===== src/rtl/hqc_rmdecod_findpeaks_pkg.sv =====
// Shared constants for the HQC Reed-Muller peak finder: block geometry and
// the coefficient width implied by the security level.
package hqc_rmdecod_findpeaks_pkg;

  localparam int PAIRS_PER_BLOCK = 64;
  localparam int IDX_W           = 7;
  localparam int PAIR_CNT_W      = $clog2(PAIRS_PER_BLOCK);

  // Hadamard coefficients grow by one bit for the two larger parameter sets.
  function automatic int din_w_of(input int security);
    return (security == 128) ? 10 : 11;
  endfunction

endpackage


===== src/rtl/hqc_findpeaks_cmp.sv =====
// Magnitude compare-and-select: returns operand b only when |b| > |a|, so
// operand a wins every tie.
module hqc_findpeaks_cmp
  import hqc_rmdecod_findpeaks_pkg::*;
#(
  parameter int DIN_W = 10
) (
  input  logic signed [DIN_W-1:0] a_val_i,
  input  logic        [IDX_W-1:0] a_idx_i,
  input  logic signed [DIN_W-1:0] b_val_i,
  input  logic        [IDX_W-1:0] b_idx_i,
  output logic signed [DIN_W-1:0] win_val_o,
  output logic        [IDX_W-1:0] win_idx_o,
  output logic        [DIN_W-1:0] win_abs_o
);

  logic [DIN_W-1:0] a_abs;
  logic [DIN_W-1:0] b_abs;
  logic             b_wins;

  always_comb begin
    // Unsigned result keeps the most negative code as +2^(DIN_W-1).
    a_abs     = a_val_i[DIN_W-1] ? DIN_W'(-a_val_i) : DIN_W'(a_val_i);
    b_abs     = b_val_i[DIN_W-1] ? DIN_W'(-b_val_i) : DIN_W'(b_val_i);
    b_wins    = (b_abs > a_abs);
    win_val_o = b_wins ? b_val_i : a_val_i;
    win_idx_o = b_wins ? b_idx_i : a_idx_i;
    win_abs_o = b_wins ? b_abs   : a_abs;
  end

endmodule


===== src/rtl/hqc_rmdecod_findpeaks.sv =====
// Finds the largest-magnitude coefficient of a 128-entry Hadamard block fed as
// 64 pairs; optional peak magnitude output under HQC_FINDPEAKS_PEAKABS_EN.
module hqc_rmdecod_findpeaks
  import hqc_rmdecod_findpeaks_pkg::*;
#(
  parameter int PARAM_SECURITY = 128,
  parameter int DIN_W          = din_w_of(PARAM_SECURITY)
) (
  input  logic                    clk_i,
  input  logic                    rst_i,
  input  logic                    start_i,
  input  logic signed [DIN_W-1:0] din0_i,
  input  logic signed [DIN_W-1:0] din1_i,
  input  logic                    din_valid_i,
  output logic        [7:0]       dout_o,
  output logic                    dout_valid_o,
  output logic                    busy_o
`ifdef HQC_FINDPEAKS_PEAKABS_EN
  ,
  output logic        [DIN_W-1:0] peak_abs_o
`endif
);

  localparam logic [PAIR_CNT_W-1:0] LAST_PAIR = PAIR_CNT_W'(PAIRS_PER_BLOCK - 1);

  // Pair counter and busy flag
  logic [PAIR_CNT_W-1:0] cnt_q, cnt_d, cnt_eff;
  logic                  busy_q, busy_d;
  logic                  pair_first, pair_last;
  logic [IDX_W-1:0]      idx0, idx1;

  // Stage 1: winner of the incoming pair
  logic signed [DIN_W-1:0] pair_val;
  logic [IDX_W-1:0]        pair_idx;
  logic [DIN_W-1:0]        pair_abs;
  logic                    s1_valid_q, s1_valid_d;
  logic                    s1_first_q, s1_first_d;
  logic                    s1_last_q,  s1_last_d;
  logic signed [DIN_W-1:0] s1_val_q,   s1_val_d;
  logic [IDX_W-1:0]        s1_idx_q,   s1_idx_d;
  logic [DIN_W-1:0]        s1_abs_q,   s1_abs_d;

  // Stage 2: running best of the block
  logic signed [DIN_W-1:0] cand_val;
  logic [IDX_W-1:0]        cand_idx;
  logic [DIN_W-1:0]        cand_abs;
  logic                    s2_valid_q, s2_valid_d;
  logic signed [DIN_W-1:0] best_val_q, best_val_d;
  logic [IDX_W-1:0]        best_idx_q, best_idx_d;
  logic [DIN_W-1:0]        best_abs_q, best_abs_d;

  // Output register
  logic [7:0] dout_q, dout_d;
  logic       dout_valid_q, dout_valid_d;

  always_comb begin
    // NOTE: every signal assigned here gets a default first so no latch is inferred.
    cnt_eff    = start_i ? '0 : cnt_q;
    pair_first = (cnt_eff == '0);
    pair_last  = (cnt_eff == LAST_PAIR);
    idx0       = {cnt_eff, 1'b0};
    idx1       = {cnt_eff, 1'b1};
    cnt_d      = cnt_q;
    busy_d     = busy_q;
    if (start_i) begin
      cnt_d  = '0;
      busy_d = 1'b1;
    end
    // A pair coinciding with start_i is pair 0 of the new block; the counter
    // wraps after pair 63 so an unannounced next block starts at 0.
    if (din_valid_i) begin
      cnt_d  = cnt_eff + 1'b1;
      busy_d = !pair_last;
    end
  end

  hqc_findpeaks_cmp #(.DIN_W(DIN_W)) u_pair_cmp (
    .a_val_i   (din0_i),
    .a_idx_i   (idx0),
    .b_val_i   (din1_i),
    .b_idx_i   (idx1),
    .win_val_o (pair_val),
    .win_idx_o (pair_idx),
    .win_abs_o (pair_abs)
  );

  always_comb begin
    s1_valid_d = din_valid_i;
    s1_first_d = din_valid_i & pair_first;
    s1_last_d  = din_valid_i & pair_last;
    s1_val_d   = s1_val_q;
    s1_idx_d   = s1_idx_q;
    s1_abs_d   = s1_abs_q;
    if (din_valid_i) begin
      s1_val_d = pair_val;
      s1_idx_d = pair_idx;
      s1_abs_d = pair_abs;
    end
  end

  hqc_findpeaks_cmp #(.DIN_W(DIN_W)) u_best_cmp (
    .a_val_i   (best_val_q),
    .a_idx_i   (best_idx_q),
    .b_val_i   (s1_val_q),
    .b_idx_i   (s1_idx_q),
    .win_val_o (cand_val),
    .win_idx_o (cand_idx),
    .win_abs_o (cand_abs)
  );

  // The last-pair flag travels with the data, so a new start_i never
  // disturbs a block that is already draining through the pipeline.
  always_comb begin
    s2_valid_d = s1_valid_q & s1_last_q;
    best_val_d = best_val_q;
    best_idx_d = best_idx_q;
    best_abs_d = best_abs_q;
    if (s1_valid_q) begin
      if (s1_first_q) begin
        best_val_d = s1_val_q;
        best_idx_d = s1_idx_q;
        best_abs_d = s1_abs_q;
      end else begin
        best_val_d = cand_val;
        best_idx_d = cand_idx;
        best_abs_d = cand_abs;
      end
    end
  end

  always_comb begin
    dout_valid_d = s2_valid_q;
    dout_d       = dout_q;
    if (s2_valid_q) begin
      dout_d = {(best_abs_q != '0) && !best_val_q[DIN_W-1], best_idx_q};
    end
  end

  always_ff @(posedge clk_i) begin
    // NOTE: data registers are cleared along with control so the reset state is fully defined.
    if (rst_i) begin
      cnt_q        <= '0;
      busy_q       <= 1'b0;
      s1_valid_q   <= 1'b0;
      s1_first_q   <= 1'b0;
      s1_last_q    <= 1'b0;
      s1_val_q     <= '0;
      s1_idx_q     <= '0;
      s1_abs_q     <= '0;
      s2_valid_q   <= 1'b0;
      best_val_q   <= '0;
      best_idx_q   <= '0;
      best_abs_q   <= '0;
      dout_q       <= '0;
      dout_valid_q <= 1'b0;
    end else begin
      // NOTE: non-blocking assignments keep every register sampling pre-edge values.
      cnt_q        <= cnt_d;
      busy_q       <= busy_d;
      s1_valid_q   <= s1_valid_d;
      s1_first_q   <= s1_first_d;
      s1_last_q    <= s1_last_d;
      s1_val_q     <= s1_val_d;
      s1_idx_q     <= s1_idx_d;
      s1_abs_q     <= s1_abs_d;
      s2_valid_q   <= s2_valid_d;
      best_val_q   <= best_val_d;
      best_idx_q   <= best_idx_d;
      best_abs_q   <= best_abs_d;
      dout_q       <= dout_d;
      dout_valid_q <= dout_valid_d;
    end
  end

  assign dout_o       = dout_q;
  assign dout_valid_o = dout_valid_q;
  assign busy_o       = busy_q;

`ifdef HQC_FINDPEAKS_PEAKABS_EN
  logic [DIN_W-1:0] peak_abs_q, peak_abs_d;

  always_comb begin
    peak_abs_d = peak_abs_q;
    if (s2_valid_q) begin
      peak_abs_d = best_abs_q;
    end
  end

  always_ff @(posedge clk_i) begin
    if (rst_i) begin
      peak_abs_q <= '0;
    end else begin
      peak_abs_q <= peak_abs_d;
    end
  end

  assign peak_abs_o = peak_abs_q;
`else
  // The peak magnitude is only needed internally for the sign decision.
`endif

endmodule


===== config.mk =====
export PLATFORM = sky130hd
export DESIGN_NAME = hqc_rmdecod_findpeaks
export DESIGN_NICKNAME = d
export VERILOG_FILES = /design/src/rtl/hqc_rmdecod_findpeaks_pkg.sv /design/src/rtl/hqc_findpeaks_cmp.sv /design/src/rtl/hqc_rmdecod_findpeaks.sv
export SDC_FILE = /design/constraint.sdc
export NUM_CORES = 1
export LEC_CHECK = 0
export CORE_ASPECT_RATIO = 2
export CORE_MARGIN = 1.5
export CORE_UTILIZATION = 59
export DETAILED_ROUTE_END_ITERATION = 7
export PLACE_DENSITY_LB_ADDON = 0.25
export SYNTH_ARGS = -nofsm -noshare
export SYNTH_HDL_FRONTEND = slang
export SYNTH_SLANG_ARGS = --single-unit
export TNS_END_PERCENT = 20

===== constraint.sdc =====
create_clock -name clk_i -period 4.2 [get_ports clk_i]
set_input_delay 0.42 -clock clk_i [delete_from_list [all_inputs] [get_ports clk_i]]
set_output_delay 0.42 -clock clk_i [all_outputs]
set_load 0.05 [all_outputs]

# After elaboration in Yosys (flattened, before gate mapping)

Index checks and enable logic that the tools add are counted.

Bits in registers: 74
Latch bits: 0
Memory bits (writable): 0
Bits in read-only memories: 0
Output and inout bits: 10
Word-level logic and storage cells: 50
Memories kept: 0

Add/subtract/negate cells: 5
Multipliers: 0
Divide/modulo/power cells: 0
$lt $le $gt $ge: 2
Eq/ne operators: 1
Shift-type cells: 0
Mux-type cells: 17
Bitwise gates (word level): 3
Reductions and logical operators: 8

Operator list:

| cell                                        | count |
|---|---|
| 2-to-1 mux 10 bit                           | 10 |
| negator 10 bit                              | 4 |
| greater-than comparator 10 bit              | 2 |
| 2-to-1 mux 7 bit                            | 2 |
| 2-to-1 mux 6 bit                            | 2 |
| nonzero test 10 bit                         | 1 |
| adder 6 x 1 -> 6 bit, second input constant | 1 |
| equality test 6 bit, second input constant  | 1 |
| logical NOT 6 bit                           | 1 |
| nonzero test 2 bit                          | 2 |
| AND 1 bit                                   | 3 |
| 2-to-1 mux 1 bit                            | 3 |
| logical NOT 1 bit                           | 2 |
| AND reduction 2 bit                         | 1 |
| logical AND 1 bit                           | 1 |

# Longest topological paths before layout

Word-level depth: 5
Gate-level depth with buffers: 15
Mapped depth without buffers: 13

# Modules after synthesis

A second synthesis with hierarchy kept.

Cells, all modules: 530
Area total of the unflattened synthesis: 4889.7 um2

By module, submodules not included:

| module                          | instances | cells an instance | area each (um2) | seq. area each (um2) |
|---|---|---|---|---|
| hqc_rmdecod_findpeaks           | 1         | 297               | 2952.8          | 1481.4 |
| hqc_findpeaks_cmp at u_best_cmp | 1         | 117               | 970.9           | 0.0 |
| hqc_findpeaks_cmp at u_pair_cmp | 1         | 116               | 965.9           | 0.0 |

# Worst setup path before layout

OpenSTA, ideal clock, no wires.

Path type: input -> register
Start point: input din1_i[6]
End point: register s1_abs_q[6]
Setup time: 0.122 ns
Arrival time: 2.997 ns
Required time: 4.078 ns
Setup slack: 1.081 ns
Stages: 11
Cell sequence: or4_1 or2_4 nor4b_4 ha_1 nand4_1 a211oi_1 a2111oi_4 nor2b_1 buf_2 nor3_1 a311o_1

Word-level cells in the longest chain between the ends: 4

Ends and longest elaborated chain:

| element                        | RTL line                     | RTL |
|---|---|---|
| start, declared                | hqc_rmdecod_findpeaks.sv:13  | `input logic signed [DIN_W-1:0] din1_i,` |
| negator 10 bit                 | hqc_findpeaks_cmp.sv:24      | `b_abs = b_val_i[DIN_W-1] ? DIN_W'(-b_val_i) : DIN_W'(b_val_i);` |
| 2-to-1 mux 10 bit (*)          | hqc_findpeaks_cmp.sv:24      |  |
| greater-than comparator 10 bit | hqc_findpeaks_cmp.sv:25      | `b_wins = (b_abs > a_abs);` |
| 2-to-1 mux 10 bit (*)          | hqc_findpeaks_cmp.sv:28      | `win_abs_o = b_wins ? b_abs : a_abs;` |
| end signal, assigned           | hqc_rmdecod_findpeaks.sv:165 | `s1_abs_q <= s1_abs_d;` |
| end, declared                  | hqc_rmdecod_findpeaks.sv:41  | `logic [DIN_W-1:0] s1_abs_q, s1_abs_d;` |

Mark *: on every way between the ends. The rest lies on a longest branch, timed or not.
A chain may end at the register's enable or synchronous reset.

# Worst setup path after layout

Start point: input din1_i[4]
End point: register s1_abs_q[4]

The elaborated chain is that of the path after synthesis.

==> flow_summary.toml <==
[status]
status = "finished, final reports clean"

[synthesis]
syn-mean-instance-area_um2 = 8.67
syn_area_mm2 = 0.00438
async_reset_ff_share_pct = 0
synth_nets = 555
ys_warn_count = 0
synthCells = 505
synth-seq-cells = 73
ys.flop_type = "dfxtp_1"
synth_edf_count = 0
yosysSeqAreaShare_pct = 33.4
yosys.cell_types.count = 53

[pwr]
p_leak_nw = 1.89
comb_power_share_pct = 26.2
p_per_area_mw_per_mm2 = 440
peakVddDrop_uv = 282
p_int_mw = 1.57
switchingPower_uw = 659
seqPwrFrac_pct = 35.1
switching_share_pct = 29.6
clock_power_share_pct = 38.8
total_power_mw = 2.23

[route]
vias_per_cell = 5.87
firstDrtPassIters = 4
drc_errors = 0
ant_nets = 0
vias = 3650
drt_wl_total_um = 10200
drtIter0Drc = 217
avgRoutedWirePerCell_um = 16.4

[hold_path]
min-delay-start = "s1_last_q"
min_path_type = "flop to flop"

[cts]
worst_setup_hold_path_clk_slew_ns = 0.06
cts_setup_buffers = 0
cts_hold_buf = 0
cts_tree = "built"
cts_made_buffers = 9
cts-resized-gates = 0
root_buffer = "clkbuf_16"
clk_latency_ns = 0.34
clock_path_buffers = 2
clock_sinks = 73
htree_levels = 3

[placed_design]
place_congestion = 0.878
place_inst = 606
port_buffers = 33
dpl.hpwl_um = 7740

[worst_setup_path]
cp.arrival_ns = 3.79
critPathCaptureType = "flop"
startpoint_type = "input port"
cp_max_fo = 21
critPathKind = "input port to flop"
cp.required_ns = 4.42
critPathLaunch = "din1_i[4]"
reg2reg_from = "s1_val_q[2]"

[global_route]
antenna_found_initial = 0
grt_max_degree = 89
grt_pass1_vias = 3540
grt_pass1_wl_um = 16700
grt_remaining_overflow = 0
track_usage_pct = 27.2

[layout]
num-fill-cells = 594
drive_gt1_share_pct = 5.47
final_common_cell = "dfxtp_1"
fin_nets = 575
area_growth_pct = 15.6
fin_cells = 622
n_antenna_cell = 0
layout_common_cells = "dfxtp_1, nor2_1, nand2b_1, nand2_1, mux2i_1"

[sta]
max_freq_mhz = 280
rsz0062_at_grt = "false"
finalCritPeriodShare_pct = 84.9
hold_violations = 0
worstMarginPinSlew_ns = 0.866
slew_headroom_pct = 42.2
slew_violations = 0
post-route-min-period_ns = 3.57
skew_ns = 0.00519
finalSetupViolCount = 0
setup_tns_ns = 0

[flow_run]
cap_viol_max_count = 0

[floorplan]
die_w_um = 63.9
rows = 44
die_area_mm2 = 0.00798
design.core.area_mm2 = 0.00721
top_level_ports = 34
initial_utilization_pct = 60.7
die_h_um = 125
[sequential cells by signal, indices dropped and copies added (netlist names)]
name	flops
best_abs_q	10
best_val_q	10
s1_idx_q	7
s1_abs_q	9
dout_valid_d	1
s1_valid_q	1
s1_first_q	1
busy_o	1
s1_val_q	10
best_idx_q	7
dout_valid_o	1
s1_last_q	1
cnt_q	6
dout_o	8
[layer usage]
| layer | global-route usage, % | share of wire [%] | wire, um | vias up |
|---|---|---|---|---|
| met5 | 0 | 0 | 0 | - |
| met4 | 19.2 | 5.0 | 510 | 0 |
| met3 | 4.07 | 2.6 | 261 | 31 |
| met2 | 49.8 | 55 | 5610 | 75 |
| met1 | 26.6 | 37 | 3790 | 1726 |
| li1 | - | - | - | 1818 |
[power by group through the flow]
stage | combinational (mW) | clock [mW] | sequential [mW]
global route | 0.641 | 0.904 | 0.786
finish | 0.582 | 0.862 | 0.780
detailed placement | 0.576 | 0 | 0.795
CTS | 0.581 | 0.873 | 0.780
floorplan | 0.438 | 0 | 0.776
global placement | 0.563 | 0 | 0.794
[final cells by class]
cell class,count,area [um^2],area share [%]
Multi-Input combinational cell,381,2710,53.5
Sequential cell,73,1460,28.9
Timing Repair Buffer,38,358,7.07
Clock buffer,11,233,4.60
Tap cell,92,115,2.27
Clock inverter,5,104,2.05
Inverter,22,82.6,1.63
[critical path, cell delays in order]
cell,delay (ns)
clkdlybuf4s50_1,0.50
or4_1,0.54
or2_4,0.27
nor4b_4,0.34
ha_1,0.20
nand4_1,0.15
a211oi_1,0.36
a2111oi_4,0.11
nor2b_1,0.21
buf_4,0.27
nor3_1,0.09
a311o_1,0.32
[final timing paths]
| path | endpoint | slack [ns] | cells after the start |
|---|---|---|---|
| max | s1_abs_q[4] | 0.63 | 12 |
| min | dout_valid_d | 0.44 | 2 |
| max reg2reg | best_idx_q[4] | 0.69 | 13 |
| min reg2reg | dout_valid_d | 0.44 | 2 |
[logic make-up (layout without fill, tap and decap cells)]
group / Yosys count / after routing / share of synthesized area [%]
buffers and inverters: 51 / 76 / 4.80
multiplexers: 38 / 38 / 8.86
AO/OA/AOI/OAI: 86 / 86 / 14.7
AND/OR/NAND/NOR: 198 / 198 / 24.3
flip-flops: 73 / 73 / 33.4
XOR/XNOR: 33 / 33 / 6.60
adder cells (fa/ha/maj): 26 / 26 / 7.43
[Yosys cell counts, drive strengths merged (4+ instances only)]
master  instances  share of area [%]
xor2           14                2.8
nand2b         44                6.3
nor2           46                4.0
nand3           7               0.80
mux2            6                1.5
inv            21                1.8
a211oi         13                2.3
nand4           6               0.86
a21oi           7               0.89
dfxtp          73                 33
nand3b         11                1.9
nor2b           8                1.1
buf             9                1.2
clkbuf         20                1.7
xnor2          19                3.8
o31ai          12                2.2
a311oi         11                2.2
nor3           12                1.4
nor4            4               0.57
nand2          44                3.8
a311o           5                1.1
mux2i          32                7.3
nor3b           7                1.2
o21ai          22                2.5
ha             26                7.4
[per-stage QoR]
stage	hold slack (ns)	util (%)	area, um^2	worst slack [ns]
2_1_floorplan	0.404	-	4380	1.08
3_3_place_gp	0.411	65.5	4720	0.364
3_5_place_dp	0.423	65.5	4720	0.302
4_1_cts	0.438	70.2	5060	0.642
5_1_grt	0.453	70.2	5060	0.324
6_report	0.436	70.2	5060	0.633
Note: power is estimated with default switching activity, not from simulation.
==> edit 1: new RTL, config.mk and constraints unchanged <==
The option `HQC_FINDPEAKS_PEAKABS_EN` is turned on by a define.
--- a/src/rtl/hqc_rmdecod_findpeaks.sv
+++ b/src/rtl/hqc_rmdecod_findpeaks.sv
@@ -1,5 +1,7 @@
 // Finds the largest-magnitude coefficient of a 128-entry Hadamard block fed as
 // 64 pairs; optional peak magnitude output under HQC_FINDPEAKS_PEAKABS_EN.
+`define HQC_FINDPEAKS_PEAKABS_EN
+
 module hqc_rmdecod_findpeaks
   import hqc_rmdecod_findpeaks_pkg::*;
 #(
Behaviour (old outputs only; new: peak_abs_o): unchanged (equiv_simple and equiv_induct, registers matched by name and starting in step).
==> edit 1 against the original RTL <==
  * Hold slack got worse by 0.014 ns
  * Non-clock buffer count increased by 9
  * Worst setup slack got worse by 0.083 ns
  * Sequential cell count grew 10
  * Power rose by 11%
  * Via count rose by 11%
  * Routed wire length is 16% higher
  * Critical path type unchanged
  * Global-route usage up 2.2 points
  * Cell count grew 7.2%
  * Clock skew is 0.0022 ns higher
  * Cell area rose by 8.3%
  * Critical path depth is the same
  * Synthesized area increased by 7.6%
==> edit 1: results (changes against the original RTL) <==
synth.net_count: 592  # +6.7%
run_status: "complete, no violations"
finClkSkew_ns: 0.00739  # +0.00220 ns
yosys.area_share.adder_pct: 6.90  # -0.52 points
ant_diodes: 0  # unchanged
port_buffers: 43  # +30%
critPathArrivalTime_ns: 3.88  # +0.09 ns
synth_top_family_by_area: "simple AND/OR/NAND/NOR gates"
vdd_drop_max_v: 0.000348  # +23%
worst_path_largest_cell_delay_ns: 0.70  # +0.16 ns
relSlewSlack_pct: 40.6  # -1.6 points
dp_hpwl_microns: 8420  # +8.7%
wire_length_of_the_first_global_routing_pass_microns: 19000  # +14%
number_of_antenna_violations_at_the_first_check_in_global_routing: 0  # unchanged
gr-usage-all-layers_pct: 29.4  # +2.2 points
clock_insertion_delay_worst_skew_ns: 0.34  # about the same
critical_path.max_fanout: 24  # +14%
synth.lib_cells_used.distinct: 60  # +13%
yosys-mux-area-fraction_pct: 6.05  # -2.8 points
routedWlPerCell_microns: 17.7  # +8.3%
synth_xor_xnor_area_share_pct: 6.13  # -0.47 points
h-tree-depth: 3  # unchanged
route.detailed.vias_per_inst: 6.06  # +3.2%
post_route_cells_drive_above_1_share_pct: 8.23  # +2.8 points
total_clock_buffers_created_by_cts: 9  # unchanged
sequential_to_total_area_share_from_yosys_stat_pct: 35.3  # +1.9 points
grt_start_max_net_pins: 83  # -6.7%
p_leak_nw: 1.96  # +3.5%
hold_class: "reg2reg"
number_of_iterations_in_the_first_detailed_routing_pass: 5  # +1
highest_delay_cell_along_the_critical_path: "nor2b_2"
postCtsSetupBuffers: 0  # unchanged
detailedRoute.firstIterationViolations: 284  # +31%
num-nets-final: 616  # +7.1%
cts.reportedPaths.clkPinSlew_ns: 0.06  # about the same
layout.filler_cells: 626  # +5.4%
finalWeightedCongestion: 0.920  # +4.8%
synth_compound_area_share_pct: 19.0  # +4.3 points
synth_commonest_cells: "dfxtp_1, nor2_1, nand2_1, o21ai_0, ha_1"
ys_top_cells_by_area: "dfxtp_1, ha_1, mux2i_1"
resize_count_post_cts: 0  # unchanged
via_count_of_the_first_global_routing_pass: 3820  # +7.9%
==> edit 1: cell types whose count changed after synthesis, sizes merged, moves of 3 or more <==
cell / unedited run / this run
nand3b: 11 / 14
dfxtp: 73 / 83
nor2: 46 / 51
clkbuf: 20 / 23
o21ai: 22 / 40
nand3: 7 / 19
inv: 21 / 18
mux2i: 32 / 24
nand2b: 44 / 16
a21oi: 7 / 27
==> edit 1: metrics by stage <==
stage / instances / instance area, sq um / util (%) / power (mW) / worst slack, ns
final: 667 / 5480 / 70.0 / 2.46 / 0.550
after global placement: 651 / 5130 / 65.6 / 1.55 / 0.304
after floorplan: 542 / 4710 / - / 1.41 / 1.25
after global routing: 667 / 5480 / 70.0 / 2.58 / 0.236
after detailed placement: 651 / 5130 / 65.6 / 1.56 / 0.181
after CTS: 667 / 5480 / 70.0 / 2.47 / 0.553
==> edit 1: cell families after synthesis <==
kind of cell / count (synthesis)
and+or+nand+nor: 194
DFF: 83
AOI/OAI and AO/OA: 125
adders and majority gates: 26
muxes: 28
buffers and inverters: 53
xor gates and xnor gates: 33
==> edit 1: report_power, final <==
group          switching [mW]  total [mW]  internal, mW
clock                   0.326       0.911         0.585
combinational           0.418       0.670         0.252
sequential             0.0517       0.882         0.831
total                   0.796        2.46          1.67
==> edit 1: worst min-delay path: stages, from the launching register on <==
cell     delay, ns
dfxtp_1       0.30
nand2_1       0.05
nor2_1        0.03
==> edit 1: final timing paths <==
kind / start / end / slack (ns) / cells past startpoint
worst max-delay path: din0_i[3] / s1_val_q[2]$_SDFFE_PP0P_ / 0.55 / 12
worst min register to register: s1_last_q$_SDFF_PP0_ / dout_valid_d$_SDFF_PP0_ / 0.42 / 2
worst min-delay path: s1_last_q$_SDFF_PP0_ / dout_valid_d$_SDFF_PP0_ / 0.42 / 2
worst max register to register: s1_val_q[0]$_SDFFE_PP0P_ / best_abs_q[0]$_SDFFE_PP0P_ / 0.76 / 13
==> edit 1: cell type report <==
class	count	share of cell area (%)
clock buffers	9	4.11
repair buffers	47	8.31
inverters	19	1.30
well taps	96	2.19
clock inverters	7	2.26
flip-flops and latches	83	30.3
multi-input cells	406	51.5
==> edit 1: metal layers <==
metal	up-vias	wire (microns)	track usage (%)	share of wire, %
met1	1909	4830	34.5	41
met5	-	0	0	0
met4	0	373	13.2	3.2
li1	1994	-	-	-
met3	24	451	5.56	3.8
met2	114	6150	50.7	52
